==> src/rtl/self_pkg.sv <==
// Shared codes for the player-ship renderer: handshake states, op codes, colours, FSM states.
package self_pkg;
  localparam int SCREEN_W = 160;

  typedef enum logic [3:0] {
    SELF_BUSY       = 4'd0,
    SELF_READY      = 4'd1,
    SELF_NEED_ERASE = 4'd2
  } self_state_e;

  typedef enum logic [1:0] {
    OP_DRAW  = 2'b00,
    OP_ERASE = 2'b01,
    OP_FIRE  = 2'b10,
    OP_RSVD  = 2'b11
  } op_e;

  localparam logic [2:0] COL_SHIP   = 3'b010;
  localparam logic [2:0] COL_BULLET = 3'b100;
  localparam logic [2:0] COL_BG     = 3'b000;

  typedef enum logic [2:0] {
    ST_READY,
    ST_DRAW_SHIP,
    ST_DRAW_BULLET,
    ST_HOLD,
    ST_NEED_ERASE,
    ST_ERASE_SHIP,
    ST_ERASE_BULLET
  } fsm_e;

  function automatic logic [3:0] state_code(input fsm_e s);
    case (s)
      ST_READY:      return SELF_READY;
      ST_NEED_ERASE: return SELF_NEED_ERASE;
      default:       return SELF_BUSY;
    endcase
  endfunction
endpackage

==> src/rtl/self_render_rect_scanner.sv <==
// Raster scanner: one registered pixel coordinate per cycle over a width x height box,
// rows advancing down or (up=1) upward from the origin; start restarts from the origin.
module rect_scanner #(
  parameter int XW = 8,
  parameter int YW = 7
) (
  input  logic          clk,
  input  logic          reset_n,
  input  logic          start,
  input  logic          up,
  input  logic [XW-1:0] org_x,
  input  logic [YW-1:0] org_y,
  input  logic [XW-1:0] width,
  input  logic [YW-1:0] height,
  output logic [XW-1:0] px,
  output logic [YW-1:0] py,
  output logic          valid,
  output logic          last
);
  logic [XW-1:0] cx_q, cx_d, px_q, px_d;
  logic [YW-1:0] cy_q, cy_d, py_q, py_d;
  logic          valid_q, valid_d, last_q, last_d;

  always_comb begin
    cx_d    = cx_q;
    cy_d    = cy_q;
    valid_d = valid_q;
    if (start) begin
      cx_d    = '0;
      cy_d    = '0;
      valid_d = 1'b1;
    end else if (valid_q) begin
      if (last_q) begin
        valid_d = 1'b0;
      end else if (cx_q == width - XW'(1)) begin
        cx_d = '0;
        cy_d = cy_q + YW'(1);
      end else begin
        cx_d = cx_q + XW'(1);
      end
    end
    px_d   = org_x + cx_d;
    py_d   = up ? (org_y - cy_d) : (org_y + cy_d);
    // registered so the caller may pick the next box's dimensions from last without a loop
    last_d = valid_d && (cx_d == width - XW'(1)) && (cy_d == height - YW'(1));
  end

  always_ff @(posedge clk) begin
    if (!reset_n) begin
      cx_q    <= '0;
      cy_q    <= '0;
      px_q    <= '0;
      py_q    <= '0;
      valid_q <= 1'b0;
      last_q  <= 1'b0;
    end else begin
      cx_q    <= cx_d;
      cy_q    <= cy_d;
      px_q    <= px_d;
      py_q    <= py_d;
      valid_q <= valid_d;
      last_q  <= last_d;
    end
  end

  assign px    = px_q;
  assign py    = py_q;
  assign valid = valid_q;
  assign last  = last_q;
endmodule

==> src/rtl/self_render.sv <==
// Player-ship renderer: draws/fires/erases the ship and bullet column one pixel per cycle,
// then holds the image for HOLD_CYCLES before asking control for an erase.
module self_render
  import self_pkg::*;
#(
  parameter int SHIP_W      = 10,
  parameter int SHIP_H      = 4,
  parameter int SHIP_Y      = 110,
  parameter int BULLET_H    = 100,
  parameter int HOLD_CYCLES = 833333
) (
  input  logic       clk,
  input  logic       reset_n,
  input  logic       self_enable,
  input  logic [1:0] op,
  input  logic [7:0] x,
  output logic [3:0] self_state,
  output logic [7:0] vga_x,
  output logic [6:0] vga_y,
  output logic [2:0] vga_colour,
  output logic       vga_plot,
  output logic       done
);
  localparam logic [7:0] X_MAX = 8'(SCREEN_W - SHIP_W);
  localparam int         HW    = (HOLD_CYCLES > 1) ? $clog2(HOLD_CYCLES) : 1;

  generate
    if (SHIP_Y < BULLET_H) begin : g_bullet_fits
      $error("bullet column would run above row 0");
    end
  endgenerate

  fsm_e          state_q, state_d;
  logic [7:0]    x_l_q, x_l_d;
  logic          fired_q, fired_d, done_q, done_d;
  logic [HW-1:0] hold_q, hold_d;
  logic [2:0]    colour_q, colour_d;

  logic       scan_start, scan_valid, scan_last, sel_bullet;
  logic       accept, start_erase, to_bullet, seq_end, ship_st, bullet_st, erase_ctx;
  logic [7:0] x_clamp, org_x, scan_w, scan_px;
  logic [6:0] org_y, scan_h, scan_py;

  assign x_clamp     = (x > X_MAX) ? X_MAX : x;
  assign accept      = (state_q == ST_READY) && self_enable && (op == OP_DRAW || op == OP_FIRE);
  assign start_erase = (state_q == ST_NEED_ERASE) && self_enable && (op == OP_ERASE);
  assign ship_st     = (state_q == ST_DRAW_SHIP) || (state_q == ST_ERASE_SHIP);
  assign bullet_st   = (state_q == ST_DRAW_BULLET) || (state_q == ST_ERASE_BULLET);
  assign erase_ctx   = (state_q == ST_NEED_ERASE) || (state_q == ST_ERASE_SHIP) ||
                       (state_q == ST_ERASE_BULLET);
  // the bullet scan starts on the ship's last pixel so the two runs are back to back
  assign to_bullet   = ship_st && scan_last && fired_q;
  assign seq_end     = scan_last && ((ship_st && !fired_q) || bullet_st);
  assign sel_bullet  = bullet_st || to_bullet;
  assign scan_start  = accept || start_erase || to_bullet;

  assign org_x  = sel_bullet ? (x_l_q + 8'(SHIP_W / 2)) :
                  ((state_q == ST_READY) ? x_clamp : x_l_q);
  assign org_y  = sel_bullet ? 7'(SHIP_Y - 1) : 7'(SHIP_Y);
  assign scan_w = sel_bullet ? 8'd1 : 8'(SHIP_W);
  assign scan_h = sel_bullet ? 7'(BULLET_H) : 7'(SHIP_H);

  rect_scanner #(.XW(8), .YW(7)) u_scan (
    .clk     (clk),
    .reset_n (reset_n),
    .start   (scan_start),
    .up      (sel_bullet),
    .org_x   (org_x),
    .org_y   (org_y),
    .width   (scan_w),
    .height  (scan_h),
    .px      (scan_px),
    .py      (scan_py),
    .valid   (scan_valid),
    .last    (scan_last)
  );

  always_comb begin
    state_d  = state_q;
    x_l_d    = x_l_q;
    fired_d  = fired_q;
    hold_d   = hold_q;
    colour_d = colour_q;
    done_d   = 1'b0;
    if (scan_start) colour_d = erase_ctx ? COL_BG : (sel_bullet ? COL_BULLET : COL_SHIP);
    case (state_q)
      ST_READY: if (accept) begin
        x_l_d   = x_clamp;
        fired_d = (op == OP_FIRE);
        state_d = ST_DRAW_SHIP;
      end
      ST_DRAW_SHIP, ST_DRAW_BULLET: begin
        if (to_bullet) state_d = ST_DRAW_BULLET;
        else if (seq_end) begin
          state_d = ST_HOLD;
          hold_d  = HW'(HOLD_CYCLES - 1);
          done_d  = 1'b1;
        end
      end
      ST_HOLD: begin
        if (hold_q == '0) state_d = ST_NEED_ERASE;
        else hold_d = hold_q - HW'(1);
      end
      ST_NEED_ERASE: if (start_erase) state_d = ST_ERASE_SHIP;
      ST_ERASE_SHIP, ST_ERASE_BULLET: begin
        if (to_bullet) state_d = ST_ERASE_BULLET;
        else if (seq_end) begin
          state_d = ST_READY;
          fired_d = 1'b0;
          done_d  = 1'b1;
        end
      end
      default: state_d = ST_READY;
    endcase
  end

  always_ff @(posedge clk) begin
    if (!reset_n) begin
      state_q  <= ST_READY;
      x_l_q    <= '0;
      fired_q  <= 1'b0;
      hold_q   <= '0;
      colour_q <= COL_BG;
      done_q   <= 1'b0;
    end else begin
      state_q  <= state_d;
      x_l_q    <= x_l_d;
      fired_q  <= fired_d;
      hold_q   <= hold_d;
      colour_q <= colour_d;
      done_q   <= done_d;
    end
  end

  assign self_state = state_code(state_q);
  assign vga_x      = scan_px;
  assign vga_y      = scan_py;
  assign vga_plot   = scan_valid;
  assign vga_colour = colour_q;
  assign done       = done_q;
endmodule

==> config.mk <==
export PLATFORM = sky130hd
export DESIGN_NAME = self_render
export DESIGN_NICKNAME = d
export VERILOG_FILES = /design/src/rtl/self_pkg.sv /design/src/rtl/self_render_rect_scanner.sv /design/src/rtl/self_render.sv
export SDC_FILE = /design/constraint.sdc
export NUM_CORES = 1
export LEC_CHECK = 0
export CAP_MARGIN = 5
export CORE_UTILIZATION = 50
export CTS_CLUSTER_DIAMETER = 50
export DETAILED_ROUTE_END_ITERATION = 8
export GPL_ROUTABILITY_DRIVEN = 0
export PLACE_DENSITY = 0.71
export SYNTH_ARGS = -nofsm -noshare
export SYNTH_HDL_FRONTEND = slang
export SYNTH_SLANG_ARGS = --single-unit
==> constraint.sdc <==
create_clock -name clk -period 5.6 [get_ports clk]
set_input_delay 0.84 -clock clk [delete_from_list [all_inputs] [get_ports clk]]
set_output_delay 0.84 -clock clk [all_outputs]
set_load 0.01 [all_outputs]
==> impl_results.md, run 1 <==
- Status: complete, no violations
- Antenna Nets Post-Route: 0
- Largest net degree at the start of global routing: 25
- Detailed-route DRC error count: 0
- Die area: 8290 um2
- Worst Tran Pin Value: 1080 ps
- IO Count: 37
- RSZ-0062 raised after global routing: false
- First-pass GRT wire length: 15500 um
- Worst Hold Class: reg -> reg
- Post-DP HPWL: 6500 um
- VDD IR max: 106 uV
- Required @ worst endpoint: 5800 ps
- Hold Worst Slack: 482 ps
- Period minus WS final: 4450 ps
- Adder-Cell Fraction of Synth Area: 5.24%
- Largest family of logic cells by synthesized area: simple AND/OR/NAND/NOR gates
- Pleak: 1.71 nW
- Vias per std cell: 5.77
- Critical path startpoint: op[1]
- Initial Utilization: 51.6%
- PD cells: 216 nW/um2
- Crit path DAT: 4650 ps
- Pre-antenna DRT Iters: 5
- Setup violations, final: 0
- # rows: 32
- Worst r2r src: state_q[0]
- Skew-Pair Late Insertion Delay: 350 ps
- Num CTS Buffers: 9
- Multiplexer share of the synthesized area: 2.11%
- CTS root buffer: clkbuf_8
- Max Cap Violations: 0
- Post-synth EDFFs: 0
- Post-CTS Resized: 0
- DRT iter0 DRCs: 185
- Antenna cells: 0
- Gr usage total: 23.1%
- Worst-path clk slew: 70 ps
- Die H: 91.1 um
- Crit. End Element: flip-flop
- Synth warn: 0
- Final wirelength: 9140 um
- Gr ovfl total: 0
- Vias in the first global route: 3329
- Clock buffer depth: 2
- Async set or reset register ratio after synthesis: 0%
- CTS tree: built
- I/O Buffers: 33
- Tcrit/Tclk final: 79.4%
- XOR/XNOR Fraction of Synth Area: 8.17%
- Max Slew Vio Count: 0
- Layout cells sized above 1: 5.68%
- Top post-synthesis cells by area: dfxtp_1 (34%), nor2_1 (6.3%), a21oi_1 (5.9%)
- Rel. slew slack: 27.0%
- Synth Area per Inst: 7.95 um2
- Initial antenna violation count: 0
- CP Class: in -> reg
- Placed Area: 4340 um2
- Syn Inst Count: 499
- Clk_skew: 2.91 ps
- Seq cells post-synth: 67
- Setup TNS: 0 ps
- Worst hold start: x_l_q[7]
- Setup WS pre-CTS: 805 ps
- CTS sink cnt: 67
- Final Instance Area: 4520 um2
- H-tree lvl count: 3
- Most frequent cells in the layout: nor2_1 (67), dfxtp_1 (67), a21oi_1 (47), nand2_1 (40), clkdlybuf4s50_1 (33)
- Mapped cell area: 3970 um2
- Compound-cell area share of the yosys netlist: 17.8%
- Via count: 3636
- Register area share after synthesis: 33.8%
- Final hold vios: 0
- Post-CTS Hold Buffers: 0
- Yosys cell types: 61
- Core area: 7690 um2
- Post-DR wirelength/cell: 14.5 um
- Setup WS post-layout: 1150 ps
- Number of fill cells: 727
- Critical path peak fanout: 10
- Die Span X: 91.1 um
- Critical Path Start Type: primary input
- Top cell type by total area after synthesis: dfxtp_1
- Top_reg_cell synth: dfxtp_1
- Layout Nets: 552
- Setup Fix Bufs, Post-CTS: 0
- Area Growth Syn to Fin: 14.1%
- Max frequency: 225 MHz
- Post-Synth Simple-Gate Area: 28.3%
- Top-area cell type share of the netlist area: 33.8%
==> layout make-up <==
class | count | area (um2) | area share (%)
timing repair buffer | 37 | 360 | 7.96
clock buffer | 12 | 155 | 3.43
clock inverter | 4 | 25.0 | 0.553
inverter | 16 | 60.1 | 1.33
tap | 102 | 128 | 2.82
multi-input combinational | 392 | 2450 | 54.3
sequential | 67 | 1340 | 29.6
==> routing by layer <==
metal / share of wire, % / routed length [um] / vias up / track usage (%)
li1: - / - / 1809 / -
met1: 48 / 4350 / 1702 / 30.8
met2: 46 / 4190 / 107 / 36.7
met3: 4.7 / 427 / 18 / 4.61
met4: 1.9 / 178 / 0 / 9.13
met5: 0 / 0 / - / 0
==> per-stage QoR <==
step,cells,power [mW],util [%]
6_report,630,0.976,58.9
3_3_place_gp,614,0.617,56.5
5_1_grt,630,1.02,58.9
3_5_place_dp,614,0.618,56.5
2_1_floorplan,501,0.575,-
4_1_cts,630,0.983,58.9
==> sequential cells by signal, indices dropped and copies added, names as in the netlist <==
| signal | flops |
|---|---|
| hold_q | 20 |
| vga_colour | 2 |
| done | 1 |
| u_scan.py | 7 |
| fired_q | 1 |
| u_scan.cx_q | 8 |
| x_l_q | 8 |
| u_scan.valid | 1 |
| u_scan.last | 1 |
| u_scan.cy_q | 7 |
| state_q | 3 |
| u_scan.px | 8 |
==> logic make-up after synthesis <==
| logic type | after synthesis |
|---|---|
| simple gates | 217 |
| compound gates | 111 |
| flops | 67 |
| buf+inv | 42 |
| xor+xnor | 37 |
| fa+ha+maj | 16 |
| mux | 8 |
| other cells | 1 |
==> cell usage after synthesis, types with 3 or more instances <==
master and n:
dfxtp_1 67, nor2_1 67, a21oi_1 47, nand2_1 40
xnor2_1 23, clkbuf_1 20, nand3_1 19, o21ai_0 18
ha_1 15, inv_1 15, nor3_1 14, xor2_1 14
or3_1 13, and2_1 9, a31oi_1 8, nand3b_1 8
mux2i_1 7, nor2b_1 7, nor4_1 6, a211oi_1 5
nand2b_1 5, o31ai_1 5, a21o_1 4, nand4_1 4
nor3b_1 4, o21bai_1 4, or4_1 4, and3_1 3
buf_4 3, nand4b_1 3
==> critical path, stage by stage <==
cell	delay, ps
clkdlybuf4s50_1	490
and4b_1	210
o211ai_1	500
nand2_1	360
a21oi_1	330
inv_1	120
ha_1	290
a21oi_1	60
ha_1	290
a21o_1	210
nor2_1	80
mux2i_1	130
nor2_1	70
or4_1	520
nor3b_1	150
==> path summary, 6_finish.rpt <==
check | endpoint | slack [ps] | depth (start not counted)
max | u_scan.py[3] | 1150 | 15
min | x_l_q[7] | 480 | 2
max reg2reg | u_scan.py[3] | 1300 | 14
min reg2reg | x_l_q[7] | 480 | 2
==> power breakdown <==
group	total (mW)	switching, mW	internal [mW]
sequential	0.499	0.00974	0.489
combinational	0.109	0.0596	0.0491
clock	0.368	0.185	0.183
(Power assumes the default switching activity.)
==> run 2: changes to the inputs <==
- clock period: 5.6 -> 4.4 ns (I/O delays scaled with it)
==> impl_results.md, run 2 (synthesized netlist as in run 1, its figures left out) <==
- Status: complete, no violations
- # rows: 32
- Crit path cell chain: or4b_1, a311o_1, nor2_1, nand2_1, a21oi_1, inv_1, ha_1, a21oi_1, ha_1, a21o_1, nor2_1, mux2i_1, nor2_1, or4_1, nor3b_1
- Final hold vios: 0
- Antenna cells: 0
- IO Count: 37
- Critical path peak fanout: 14
- Die Span X: 91.1 um
- Largest net degree at the start of global routing: 30
- Setup violations, final: 0
- Pleak: 1.77 nW
- Most frequent cells in the layout: nor2_1 (67), dfxtp_1 (67), a21oi_1 (47), nand2_1 (40), clkdlybuf4s50_1 (33)
- Layout cells sized above 1: 7.26%
- First-pass GRT wire length: 15200 um
- Detailed-route DRC error count: 0
- DRT iter0 DRCs: 200
- Area Growth Syn to Fin: 16.1%
- Core area: 7690 um2
- Crit. End Element: flip-flop
- Post-DP HPWL: 6700 um
- CP Class: reg -> reg
- Clock buffer depth: 2
- Skew-Pair Late Insertion Delay: 360 ps
- PD cells: 281 nW/um2
- Hold Worst Slack: 492 ps
- Post-DR wirelength/cell: 14.3 um
- H-tree lvl count: 3
- Worst Tran Pin Value: 826 ps
- Gr ovfl total: 0
- Post-CTS Hold Buffers: 0
- Via count: 3646
- Worst Hold Class: reg -> reg
- Number of fill cells: 707
- Crit-path most repeated cell: nor2_1
- Initial antenna violation count: 0
- CTS tree: built
- Max Cap Violations: 0
- Vias in the first global route: 3317
- Vias per std cell: 5.71
- Critical Path Start Type: flip-flop
- RSZ-0062 raised after global routing: false
- Crit path DAT: 4250 ps
- Die H: 91.1 um
- Setup WS pre-CTS: 274 ps
- Max Slew Vio Count: 0
- Setup Fix Bufs, Post-CTS: 0
- Pre-antenna DRT Iters: 5
- Biggest register: hold_q
- Setup WS post-layout: 363 ps
- Clk_skew: 13.5 ps
- Period minus WS final: 4040 ps
- Setup TNS: 0 ps
- Gr usage total: 22.7%
- Largest stage delay, worst path: 570 ps
- Total Power: 1.30 mW
- Layout Nets: 561
- Die area: 8290 um2
- Worst-path clk slew: 80 ps
- Required @ worst endpoint: 4610 ps
- Antenna Nets Post-Route: 0
- Max frequency: 248 MHz
- VDD IR max: 133 uV
- Slowest CP cell: or4b_1
- Final wirelength: 9140 um
- Initial Utilization: 51.6%
- Num CTS Buffers: 9
- I/O Buffers: 33
- Tcrit/Tclk final: 91.7%
- Post-CTS Resized: 0
- Rel. slew slack: 44.8%
- CTS root buffer: clkbuf_8
- CTS sink cnt: 67
- Max reg flops: 20
-- run 2: cell types whose count changed in the layout (fill, tap and decap cells not counted), sizes merged --
cell / delta
buf: +9
bufinv: +1
clkbuf: -2
clkinv: +3
clkinvlp: -2
-- run 2: worst max-delay path, delay by kind of cell (launching register included) --
family / cells / cell delay (ps)
buf+inv: 1 / 130
flops: 1 / 450
compound gates: 4 / 870
simple gates: 7 / 1730
mux: 1 / 150
fa+ha+maj: 2 / 590
-- run 2: per-stage QoR --
stage	cells	util, %	cell area (um2)
3_3_place_gp	623	57.4	4410
5_1_grt	639	59.9	4610
4_1_cts	639	59.9	4610
3_5_place_dp	623	57.4	4410
6_report	639	59.9	4610
2_1_floorplan	501	-	3970
-- run 2: where the power goes --
group | total (mW) | internal (mW) | switching (mW)
clock | 0.518 | 0.263 | 0.256
sequential | 0.635 | 0.623 | 0.0121
combinational | 0.143 | 0.0660 | 0.0773
total | 1.30 | 0.952 | 0.345
-- run 2: area by class of cell --
cell class / count / area, um2 / share of cell area [%]
Multi-Input combinational cell: 392 / 2450 / 53.3
Timing Repair Buffer: 46 / 428 / 9.29
Sequential cell: 67 / 1340 / 29.1
Inverter: 16 / 60.1 / 1.30
Clock buffer: 10 / 128 / 2.77
Clock inverter: 6 / 66.3 / 1.44
Tap cell: 102 / 128 / 2.77
-- run 2: final timing paths --
path,start,end,slack [ps],cells after the start
max,u_scan.last,u_scan.py[3],360,15
min,x_l_q[7],x_l_q[7],490,2
max reg2reg,u_scan.last,u_scan.py[3],360,15
min reg2reg,x_l_q[7],x_l_q[7],490,2
-- run 2: layer usage --
| layer | track usage [%] | vias to the layer above | wire length (um) |
|---|---|---|---|
| li1 | - | 1829 | - |
| met1 | 29.3 | 1711 | 4300 |
| met2 | 38.6 | 96 | 4310 |
| met3 | 3.27 | 10 | 388 |
| met4 | 8.07 | 0 | 136 |
| met5 | 0 | - | 0 |
